===== config.mk =====
export PLATFORM = sky130hd
export DESIGN_NAME = shader_texel_fetch_flat
export DESIGN_NICKNAME = d
export VERILOG_FILES = /design/src/rtl/shader_texel_fetch_pkg.sv /design/src/rtl/shader_texel_fetch_if.sv /design/src/rtl/shader_texel_fetch_fifo.sv /design/src/rtl/shader_texel_fetch.sv /design/src/flat_wrapper.sv
export SDC_FILE = /design/constraint.sdc
export NUM_CORES = 1
export LEC_CHECK = 0
export CORE_MARGIN = 1
export CORE_UTILIZATION = 45
export CTS_CLUSTER_DIAMETER = 60
export CTS_CLUSTER_SIZE = 16
export DETAILED_ROUTE_END_ITERATION = 10
export MAX_ROUTING_LAYER = met4
export PLACE_DENSITY = 0.79
export SYNTH_ARGS = -nofsm -noshare
export SYNTH_HDL_FRONTEND = slang
export SYNTH_SLANG_ARGS = --single-unit

===== constraint.sdc =====
create_clock -name aclk -period 16.8 [get_ports aclk]
set_input_delay 5.04 -clock aclk [delete_from_list [all_inputs] [get_ports aclk]]
set_output_delay 5.04 -clock aclk [all_outputs]
set_load 0.05 [all_outputs]

===== src/rtl/shader_texel_fetch_pkg.sv =====
// rtl/shader_texel_fetch_pkg.sv - shared shader types and the texel wrap/address helper
// texel_addr is purely combinational so it can be exercised without the pipeline.
package shader_pkg;

  typedef enum logic {
    WRAP_REPEAT = 1'b0,
    WRAP_CLAMP  = 1'b1
  } wrap_mode_t;

  localparam int COORD_W  = 12;
  localparam int LOG2_MAX = 11;
  localparam int TADDR_W  = 32;

  function automatic logic [3:0] sat_log2(input logic [3:0] l);
    return (l > 4'(LOG2_MAX)) ? 4'(LOG2_MAX) : l;
  endfunction

  // Result is a full 32-bit sum; callers keep the low ADDR_W bits (mod 2^ADDR_W).
  function automatic logic [TADDR_W-1:0] texel_addr(
    input logic [TADDR_W-1:0] base,
    input logic [3:0]         wlog2,
    input logic [3:0]         hlog2,
    input wrap_mode_t         mode,
    input logic [COORD_W-1:0] tu,
    input logic [COORD_W-1:0] tv
  );
    logic [3:0]         wl;
    logic [3:0]         hl;
    logic [COORD_W-1:0] wmax;
    logic [COORD_W-1:0] hmax;
    logic [COORD_W-1:0] u;
    logic [COORD_W-1:0] v;
    wl   = sat_log2(wlog2);
    hl   = sat_log2(hlog2);
    wmax = (COORD_W'(1) << wl) - COORD_W'(1);
    hmax = (COORD_W'(1) << hl) - COORD_W'(1);
    if (mode == WRAP_CLAMP) begin
      u = (tu > wmax) ? wmax : tu;
      v = (tv > hmax) ? hmax : tv;
    end else begin
      u = tu & wmax;
      v = tv & hmax;
    end
    return base + (TADDR_W'(v) << wl) + TADDR_W'(u);
  endfunction

endpackage


===== src/rtl/shader_texel_fetch_if.sv =====
// rtl/shader_texel_fetch_if.sv - config, coordinate, memory and texel-out signals of the fetch stage
interface shader_texel_fetch_if import shader_pkg::*; #(
  parameter int ADDR_W = 20,
  parameter int DATA_W = 16
) ();

  logic               cfg_wen;
  logic [ADDR_W-1:0]  cfg_base;
  logic [3:0]         cfg_wlog2;
  logic [3:0]         cfg_hlog2;
  logic               cfg_mode;
  logic               cfg_busy;
  logic               in_valid;
  logic               in_ready;
  logic [COORD_W-1:0] in_tu;
  logic [COORD_W-1:0] in_tv;
  logic               mem_req;
  logic [ADDR_W-1:0]  mem_addr;
  logic               mem_gnt;
  logic               mem_rvalid;
  logic [DATA_W-1:0]  mem_rdata;
  logic               out_valid;
  logic               out_ready;
  logic [DATA_W-1:0]  out_texel;
  logic               err_stray;

  modport master (
    output cfg_wen, cfg_base, cfg_wlog2, cfg_hlog2, cfg_mode,
    input  cfg_busy,
    output in_valid, in_tu, in_tv,
    input  in_ready,
    input  mem_req, mem_addr,
    output mem_gnt, mem_rvalid, mem_rdata,
    input  out_valid, out_texel,
    output out_ready,
    input  err_stray
  );

  modport slave (
    input  cfg_wen, cfg_base, cfg_wlog2, cfg_hlog2, cfg_mode,
    output cfg_busy,
    input  in_valid, in_tu, in_tv,
    output in_ready,
    output mem_req, mem_addr,
    input  mem_gnt, mem_rvalid, mem_rdata,
    output out_valid, out_texel,
    input  out_ready,
    output err_stray
  );

endinterface


===== src/rtl/shader_texel_fetch_fifo.sv =====
// rtl/shader_texel_fetch_fifo.sv - synchronous FIFO for returned texels, no fall-through
module shader_fifo #(
  parameter int DEPTH = 4,
  parameter int WIDTH = 16
) (
  input  logic             clk,
  input  logic             rst,
  input  logic             push,
  input  logic [WIDTH-1:0] wdata,
  input  logic             pop,
  output logic [WIDTH-1:0] rdata,
  output logic             full,
  output logic             empty
);

  localparam int AW = (DEPTH > 1) ? $clog2(DEPTH) : 1;

  logic [WIDTH-1:0] mem [DEPTH];
  logic [AW-1:0]    wptr;
  logic [AW-1:0]    rptr;
  logic [AW:0]      count;
  logic             do_push;
  logic             do_pop;

  assign do_push = push & ~full;
  assign do_pop  = pop & ~empty;
  assign full    = (count == (AW+1)'(DEPTH));
  assign empty   = (count == '0);
  assign rdata   = mem[rptr];

  // DEPTH is a power of two, so the pointers wrap on their own.
  always_ff @(posedge clk or posedge rst) begin
    if (rst) begin
      wptr  <= '0;
      rptr  <= '0;
      count <= '0;
      for (int i = 0; i < DEPTH; i++) mem[i] <= '0;
    end else begin
      if (do_push) begin
        mem[wptr] <= wdata;
        wptr      <= wptr + AW'(1);
      end
      if (do_pop) rptr <= rptr + AW'(1);
      count <= count + {{AW{1'b0}}, do_push} - {{AW{1'b0}}, do_pop};
    end
  end

endmodule


===== src/rtl/shader_texel_fetch.sv =====
// rtl/shader_texel_fetch.sv - wraps texel coordinates, issues ordered texel reads, returns texels in order
module shader_texel_fetch import shader_pkg::*; #(
  parameter int ADDR_W  = 20,
  parameter int DATA_W  = 16,
  parameter int MAX_OUT = 4
) (
  input logic aclk,
  input logic areset,
  shader_texel_fetch_if.slave bus
);

  localparam int CW = $clog2(MAX_OUT + 1);

  logic [ADDR_W-1:0]  cfg_base_q;
  logic [3:0]         cfg_wlog2_q;
  logic [3:0]         cfg_hlog2_q;
  wrap_mode_t         cfg_mode_q;
  logic               a_valid;
  logic [ADDR_W-1:0]  a_addr;
  logic [CW-1:0]      credits;
  logic [CW-1:0]      outstanding;
  logic               err_q;
  logic               busy;
  logic               in_ready_int;
  logic               in_fire;
  logic               issue;
  logic               out_fire;
  logic               fifo_push;
  logic               fifo_full;
  logic               fifo_empty;
  logic [DATA_W-1:0]  fifo_rdata;
  logic [TADDR_W-1:0] next_addr;
  logic               unused_addr_hi;

  assign next_addr = texel_addr(TADDR_W'(cfg_base_q), cfg_wlog2_q, cfg_hlog2_q,
                                cfg_mode_q, bus.in_tu, bus.in_tv);
  assign unused_addr_hi = ^next_addr[TADDR_W-1:ADDR_W];

  assign issue     = a_valid & bus.mem_gnt;
  assign out_fire  = ~fifo_empty & bus.out_ready;
  assign fifo_push = bus.mem_rvalid & (outstanding != '0) & ~fifo_full;
  assign busy      = a_valid | (outstanding != '0) | ~fifo_empty;

  // The request waiting in stage A is charged against the budget too, so a
  // granted request can never push credits past MAX_OUT.
  assign in_ready_int = ~areset & (~a_valid | bus.mem_gnt) &
                        (({1'b0, credits} + {{CW{1'b0}}, a_valid}) < (CW+1)'(MAX_OUT));
  assign in_fire = bus.in_valid & in_ready_int;

  always_ff @(posedge aclk or posedge areset) begin
    if (areset) begin
      cfg_base_q  <= '0;
      cfg_wlog2_q <= '0;
      cfg_hlog2_q <= '0;
      cfg_mode_q  <= WRAP_REPEAT;
      a_valid     <= 1'b0;
      a_addr      <= '0;
      credits     <= '0;
      outstanding <= '0;
      err_q       <= 1'b0;
    end else begin
      if (bus.cfg_wen && !busy) begin
        cfg_base_q  <= bus.cfg_base;
        cfg_wlog2_q <= sat_log2(bus.cfg_wlog2);
        cfg_hlog2_q <= sat_log2(bus.cfg_hlog2);
        cfg_mode_q  <= wrap_mode_t'(bus.cfg_mode);
      end

      if (in_fire) begin
        a_valid <= 1'b1;
        a_addr  <= next_addr[ADDR_W-1:0];
      end else if (issue) begin
        a_valid <= 1'b0;
      end

      if (issue && !out_fire)      credits <= credits + CW'(1);
      else if (!issue && out_fire) credits <= credits - CW'(1);

      if (issue && !fifo_push)      outstanding <= outstanding + CW'(1);
      else if (!issue && fifo_push) outstanding <= outstanding - CW'(1);

      if (bus.mem_rvalid && outstanding == '0) err_q <= 1'b1;
    end
  end

  shader_fifo #(
    .DEPTH (MAX_OUT),
    .WIDTH (DATA_W)
  ) u_ret_fifo (
    .clk   (aclk),
    .rst   (areset),
    .push  (fifo_push),
    .wdata (bus.mem_rdata),
    .pop   (out_fire),
    .rdata (fifo_rdata),
    .full  (fifo_full),
    .empty (fifo_empty)
  );

  assign bus.in_ready  = in_ready_int;
  assign bus.mem_req   = a_valid;
  assign bus.mem_addr  = a_addr;
  assign bus.out_valid = ~fifo_empty;
  assign bus.out_texel = fifo_rdata;
  assign bus.cfg_busy  = busy;
  assign bus.err_stray = err_q;

endmodule

===== src/flat_wrapper.sv =====
// flat-port wrapper written by rule: the top's interface ports become plain ports
module shader_texel_fetch_flat import shader_pkg::*;
#(
  parameter int ADDR_W  = 20,
  parameter int DATA_W  = 16,
  parameter int MAX_OUT = 4
)
  (aclk, areset, bus_cfg_wen, bus_cfg_base, bus_cfg_wlog2, bus_cfg_hlog2, bus_cfg_mode, bus_cfg_busy, bus_in_valid, bus_in_tu, bus_in_tv, bus_in_ready, bus_mem_req, bus_mem_addr, bus_mem_gnt, bus_mem_rvalid, bus_mem_rdata, bus_out_valid, bus_out_texel, bus_out_ready, bus_err_stray);
  shader_texel_fetch_if #(.ADDR_W(ADDR_W), .DATA_W(DATA_W)) bus_i ();
  input logic aclk;
  input logic areset;
  input wire logic [$bits(bus_i.cfg_wen)-1:0] bus_cfg_wen;
  input wire logic [$bits(bus_i.cfg_base)-1:0] bus_cfg_base;
  input wire logic [$bits(bus_i.cfg_wlog2)-1:0] bus_cfg_wlog2;
  input wire logic [$bits(bus_i.cfg_hlog2)-1:0] bus_cfg_hlog2;
  input wire logic [$bits(bus_i.cfg_mode)-1:0] bus_cfg_mode;
  output wire logic [$bits(bus_i.cfg_busy)-1:0] bus_cfg_busy;
  input wire logic [$bits(bus_i.in_valid)-1:0] bus_in_valid;
  input wire logic [$bits(bus_i.in_tu)-1:0] bus_in_tu;
  input wire logic [$bits(bus_i.in_tv)-1:0] bus_in_tv;
  output wire logic [$bits(bus_i.in_ready)-1:0] bus_in_ready;
  output wire logic [$bits(bus_i.mem_req)-1:0] bus_mem_req;
  output wire logic [$bits(bus_i.mem_addr)-1:0] bus_mem_addr;
  input wire logic [$bits(bus_i.mem_gnt)-1:0] bus_mem_gnt;
  input wire logic [$bits(bus_i.mem_rvalid)-1:0] bus_mem_rvalid;
  input wire logic [$bits(bus_i.mem_rdata)-1:0] bus_mem_rdata;
  output wire logic [$bits(bus_i.out_valid)-1:0] bus_out_valid;
  output wire logic [$bits(bus_i.out_texel)-1:0] bus_out_texel;
  input wire logic [$bits(bus_i.out_ready)-1:0] bus_out_ready;
  output wire logic [$bits(bus_i.err_stray)-1:0] bus_err_stray;
  assign bus_i.cfg_wen = bus_cfg_wen;
  assign bus_i.cfg_base = bus_cfg_base;
  assign bus_i.cfg_wlog2 = bus_cfg_wlog2;
  assign bus_i.cfg_hlog2 = bus_cfg_hlog2;
  assign bus_i.cfg_mode = bus_cfg_mode;
  assign bus_cfg_busy = bus_i.cfg_busy;
  assign bus_i.in_valid = bus_in_valid;
  assign bus_i.in_tu = bus_in_tu;
  assign bus_i.in_tv = bus_in_tv;
  assign bus_in_ready = bus_i.in_ready;
  assign bus_mem_req = bus_i.mem_req;
  assign bus_mem_addr = bus_i.mem_addr;
  assign bus_i.mem_gnt = bus_mem_gnt;
  assign bus_i.mem_rvalid = bus_mem_rvalid;
  assign bus_i.mem_rdata = bus_mem_rdata;
  assign bus_out_valid = bus_i.out_valid;
  assign bus_out_texel = bus_i.out_texel;
  assign bus_i.out_ready = bus_out_ready;
  assign bus_err_stray = bus_i.err_stray;
  shader_texel_fetch #(.ADDR_W(ADDR_W), .DATA_W(DATA_W), .MAX_OUT(MAX_OUT)) u_core (.aclk(aclk), .areset(areset), .bus(bus_i));
endmodule

==> results of run 1 <==
==> per-layer routing <==
layer	wire [um]	part of all wire, %
met1	9280	43
met2	10700	49
met3	1310	6.0
met4	488	2.2
met5	0	0
==> state kept, by name, indices dropped and copies added (netlist names) <==
signal,cells
u_core.cfg_hlog2_q,4
u_core.u_ret_fifo.rptr,2
u_core.outstanding,3
u_core.bus.mem_addr,20
u_core.bus.mem_req,1
u_core.cfg_mode_q,1
u_core.bus.err_stray,1
u_core.cfg_wlog2_q,4
u_core.u_ret_fifo.wptr,2
u_core.cfg_base_q,20
u_core.u_ret_fifo.count,3
u_core.credits,3
u_core.u_ret_fifo.mem,64
==> cells in the mapped netlist, drive strengths merged, types with 16 or more instances <==
library cell	number	area [sq um]
ha	83	1040
dfrtp	128	3200
clkbuf	31	116
mux4	17	383
nor2	45	169
nand2	66	248
inv	69	259
fa	16	320
mux2	103	1160
o21ai	43	226
a21oi	40	204
mux2i	21	214
==> area by class of cell <==
cell class                 count  area, sq um  area share, %
inverter                      69          262           2.36
multi-input combinational    623         5460           49.3
timing repair buffer         123         1210           11.0
clock buffer                  19          453           4.09
sequential                   128         3200           28.9
tap                          265          332           2.99
clock inverter                13          150           1.36
==> per-stage QoR <==
step / instances / instance area (sq um) / worst slack (ps) / hold WS [ps] / utilization (%)
4_1_cts: 1240 / 11100 / 4990 / 472 / 56.5
5_1_grt: 1240 / 11100 / 4910 / 497 / 56.5
3_5_place_dp: 1208 / 10500 / 5000 / 464 / 53.5
6_report: 1240 / 11100 / 5010 / 468 / 56.5
2_1_floorplan: 860 / 9080 / 5420 / 435 / -
3_3_place_gp: 1208 / 10500 / 5040 / 451 / 53.5
==> cells by family after synthesis <==
logic type | after synthesis | synth area share, %
xor+xnor | 26 | 2.66
flops | 128 | 35.3
simple gates | 178 | 9.42
other cells | 2 | 0.0828
buf+inv | 109 | 4.59
fa+ha+maj | 99 | 15.0
mux | 141 | 19.4
compound gates | 175 | 13.6
==> how the worst max path moves through the flow <==
stage	start	endpoint
after floorplan	bus_mem_gnt	bus_in_ready
after global placement	bus_mem_gnt	bus_in_ready
after detailed placement	bus_mem_gnt	bus_in_ready
after CTS	bus_mem_gnt	bus_in_ready
after global routing	bus_mem_gnt	bus_in_ready
final	bus_mem_gnt	bus_in_ready
==> results.json, run 1 <==
{
  "outcome": "complete, no violations",
  "critPathKind": "primary input to output pin",
  "die_h_um": 144,
  "crit_arrival_ps": 6750,
  "ys_seq_elements": 128,
  "gp_congestion": 0.973,
  "clock_path_buffers": 2,
  "final_layout_size_suffix_gt1_share_pct": 18.8,
  "final_common_cell": "dfrtp_1",
  "cts_resized": 0,
  "crit_cells": 4,
  "grt.met3_usage_pct": 5.03,
  "cp_max_fo": 3,
  "post_cts_buffers": 0,
  "tritoncts": "done",
  "dieArea_sq_um": 20700,
  "nNetsFinal": 1137,
  "port_buffers": 116,
  "slew_violations": 0,
  "grt_usage_pct": 23.0,
  "max_stage_delay_ps": 860,
  "rsz0062_at_grt": "no",
  "syn_area_sq_um": 9070,
  "area.growth.synth_to_final_pct": 22.0,
  "max_slew.worst_pin.slew_ps": 964,
  "routedWlPerCell_um": 17.6,
  "grt-ovfl-total": 0,
  "cts_root_buf": "clkbuf_16",
  "dr.pass1.iters": 5,
  "min_period_over_period_pct": 70.2,
  "mostFrequentLayoutCells": "128 x dfrtp_1, 116 x clkdlybuf4s50_1, 102 x mux2_2, 83 x ha_1, 67 x inv_1",
  "insertion_delay_ps": 420,
  "hold_path_class": "register to register",
  "ys_seq_area_share_pct": 35.3,
  "maxCapViolations": 0,
  "crit_buf_inv": 2,
  "grt_pass1_vias": 6864,
  "fp-row-count": 51,
  "required_ps": 11760,
  "setup_tns_ps": 0,
  "hold_end": "u_core.outstanding[2]",
  "r2r-start": "u_core.cfg_hlog2_q[2]",
  "slew_headroom_pct": 35.8,
  "setup-violations-final": 0,
  "async_reset_ff_share_pct": 100,
  "synth_edf_count": 0,
  "grt_util_met2_pct": 38.0,
  "cts.reportedPaths.clkPinSlew_ps": 60,
  "skew_ps": 10.2,
  "die_w_um": 144,
  "ios": 117,
  "yosysWarnings": 0,
  "reg2reg_to": "u_core.bus.mem_addr[18]",
  "drc": 0,
  "holdBufCountCts": 0,
  "drtAntennaViolNets": 0,
  "fin_crit_ps": 11790,
  "cp_slowest_cell": "clkdlybuf4s50_1",
  "reg2reg_slack_ps": 8780,
  "end_kind": "output pin",
  "h-tree-depth": 4,
  "hpwl_um": 15800,
  "grt_busiest_layer": "met2",
  "cts_buffers": 17,
  "cp_top_family": "buffers and inverters",
  "grt_pass1_wl_um": 35200,
  "syn_area_per_cell_sq_um": 10.6,
  "via_per_inst": 5.56,
  "fill_cells": 1707,
  "drt_iter0_drc": 488,
  "finalHoldViolations": 0,
  "cpMostUsedCell": "clkdlybuf4s50_1",
  "crit_path_start_kind": "primary input",
  "start_util_pct": 46.3,
  "cp_cell_sequence": "clkdlybuf4s50_1 > nand2_1 > a211oi_1 > clkdlybuf4s50_1",
  "synth_cells": 858,
  "use_met1_pct": 27.7,
  "grt_max_degree": 70,
  "worstHoldStart": "u_core.outstanding[2]",
  "synth_cell_type_count": 78,
  "synthFlopType": "dfrtp_1",
  "whs_path_depth": 1,
  "drt_wl_total_um": 21800,
  "vias": 6893,
  "core_area_sq_um": 19600,
  "clock-sinks": 128,
  "ff2ff_path_depth": 28,
  "diodes": 0,
  "clock.fmax_mhz": 84.8,
  "antenna_found_initial": 0
}
Power of run 1 is left out: the tool's default activity adds up to more than one toggle a clock period on the data nets, which glitch-free logic cannot reach.
==> run 2: changes to the inputs <==
--- a/config.mk
+++ b/config.mk
@@ -11,7 +11,7 @@
 export CTS_CLUSTER_SIZE = 16
 export DETAILED_ROUTE_END_ITERATION = 10
 export MAX_ROUTING_LAYER = met4
-export PLACE_DENSITY = 0.79
+export PLACE_DENSITY = 0.82
 export SYNTH_ARGS = -nofsm -noshare
 export SYNTH_HDL_FRONTEND = slang
 export SYNTH_SLANG_ARGS = --single-unit
==> constraint.sdc (replaced) <==
create_clock -name aclk -period 10.5 [get_ports aclk]
set_input_delay 3.15 -clock aclk [delete_from_list [all_inputs] [get_ports aclk]]
set_output_delay 3.15 -clock aclk [all_outputs]
set_load 0.05 [all_outputs]
==> run 2 against run 1 <==
Effect of this change:
- wire length grew 2.0%
- register-to-register slack lost 6200 ps
- count of clock-buffer cells in the layout shrank 1
- worst setup slack lost 3700 ps
- worst hold slack lost 8.6 ps
- critical path depth grew 18
- die area is the same
- cell count is essentially flat
- largest cell class unchanged
==> results.json, run 2 (synthesis results as in run 1) <==
{
  "core_area_sq_um": 19600,
  "final_common_cell": "dfrtp_1",
  "startpoint": "bus_in_tv[2]",
  "crit_arrival_ps": 9450,
  "place_worst_setup_slack_ps": 994,
  "tritoncts": "done",
  "worst_slack_ps": 1330,
  "reg2reg_to": "u_core.bus.mem_addr[18]",
  "drtAntennaViolNets": 0,
  "cp_top_family": "compound AO/OA/AOI/OAI gates",
  "setup-violations-final": 0,
  "cp_slowest_cell": "nor4b_1",
  "reg2reg_slack_ps": 2550,
  "r2r-start": "u_core.cfg_hlog2_q[3]",
  "clock-sinks": 128,
  "routedWlPerCell_um": 17.9,
  "via_per_inst": 5.57,
  "largest_reg_flops": 64,
  "required_ps": 10790,
  "end_kind": "register",
  "die_w_um": 144,
  "grt_usage_pct": 23.3,
  "skew_ps": 17.1,
  "grt_pass1_vias": 6991,
  "crit_path_start_kind": "primary input",
  "clock_path_buffers": 2,
  "crit_cells": 22,
  "rsz0062_at_grt": "no",
  "area.growth.synth_to_final_pct": 22.0,
  "port_buffers": 116,
  "final_layout_size_suffix_gt1_share_pct": 18.7,
  "vias": 6906,
  "slew_headroom_pct": 23.9,
  "drt_wl_total_um": 22200,
  "grt-ovfl-total": 0,
  "cp_max_fo": 8,
  "holdWs_ps": 459,
  "nNetsFinal": 1136,
  "cp_cell_sequence": "clkdlybuf4s50_1 > ha_1 > nor4b_1 > nand3_1 > inv_1 > a21oi_2 > o311ai_2 > mux2i_1 > o21a_1 > nand2b_1 > fa_1 > inv_1 > ha_1 > a21o_1 > a21oi_1 > o21ai_0 > a2111oi_0 > nor3_1 > or4_1 > a21oi_1 > mux2i_1 > o311ai_0",
  "ff2ff_path_depth": 28,
  "ios": 117,
  "endpoint": "u_core.bus.mem_addr[18]",
  "mostFrequentLayoutCells": "128 x dfrtp_1, 116 x clkdlybuf4s50_1, 102 x mux2_2, 83 x ha_1, 67 x inv_1",
  "holdBufCountCts": 0,
  "grt_max_degree": 76,
  "grt_pass1_wl_um": 35600,
  "slew_violations": 0,
  "min_period_over_period_pct": 87.3,
  "finalHoldViolations": 0,
  "h-tree-depth": 4,
  "fill_cells": 1653,
  "die_h_um": 144,
  "drc": 0,
  "critPathKind": "primary input to register",
  "regArea_sq_um": 3200,
  "maxCapViolations": 0,
  "cts.reportedPaths.clkPinSlew_ps": 70,
  "clock.fmax_mhz": 109,
  "hpwl_um": 16100,
  "crit_buf_inv": 3,
  "start_util_pct": 46.3,
  "dr.pass1.iters": 5,
  "cts_root_buf": "clkbuf_16",
  "cts_buffers": 17,
  "largest-register": "u_core.u_ret_fifo.mem",
  "fin_crit_ps": 9170,
  "antenna_found_initial": 0,
  "max_stage_delay_ps": 680,
  "post_cts_buffers": 0,
  "gp_congestion": 0.919,
  "setup_tns_ps": 0,
  "insertion_delay_ps": 430,
  "cts_resized": 0,
  "multi_input_area_sq_um": 5460,
  "diodes": 0,
  "outcome": "complete, no violations",
  "drt_iter0_drc": 453,
  "fp-row-count": 51,
  "hold_path_class": "register to register",
  "dieArea_sq_um": 20700,
  "max_slew.worst_pin.slew_ps": 1140
}
run 2: cell types whose count changed in the layout (fill, tap and decap cells not counted), sizes merged:
| cell | before | now |
|---|---|---|
| inv | 75 | 77 |
| clkinv | 4 | 2 |
| clkbuf | 19 | 18 |
| buf | 7 | 6 |
| clkinvlp | 1 | 2 |
run 2: stage by stage:
stage               util (%)  std cells  cell area [sq um]
finish                  56.5       1239              11100
global route            56.5       1239              11100
CTS                     56.5       1239              11100
detailed placement      53.4       1207              10500
global placement        53.4       1207              10500
floorplan                  -        860               9080
run 2: layout make-up:
cell class                      count  area share (%)
Multi-Input combinational cell    623            49.3
Sequential cell                   128            28.9
Tap cell                          265            2.99
Timing Repair Buffer              122            10.9
Clock inverter                     14            1.51
Inverter                           69            2.36
Clock buffer                       18            3.97
run 2: how the worst min path moves through the flow:
stage	depth (start not counted)	from	to
global route	1	u_core.outstanding[2]	u_core.outstanding[2]
floorplan	1	u_core.outstanding[2]	u_core.outstanding[2]
global placement	1	u_core.outstanding[2]	u_core.outstanding[2]
CTS	1	u_core.outstanding[2]	u_core.outstanding[2]
detailed placement	1	u_core.outstanding[2]	u_core.outstanding[2]
finish	1	u_core.outstanding[2]	u_core.outstanding[2]
run 2: metal layers:
| metal | vias up | GRT usage [%] | wire length [um] |
|---|---|---|---|
| met2 | 205 | 39.3 | 11200 |
| met3 | 30 | 5.86 | 1430 |
| met5 | - | - | 0 |
| met4 | 0 | 7.05 | 316 |
| met1 | 3405 | 27.2 | 9310 |
| li1 | 3266 | - | - |
Power of run 2 is left out for the same reason.
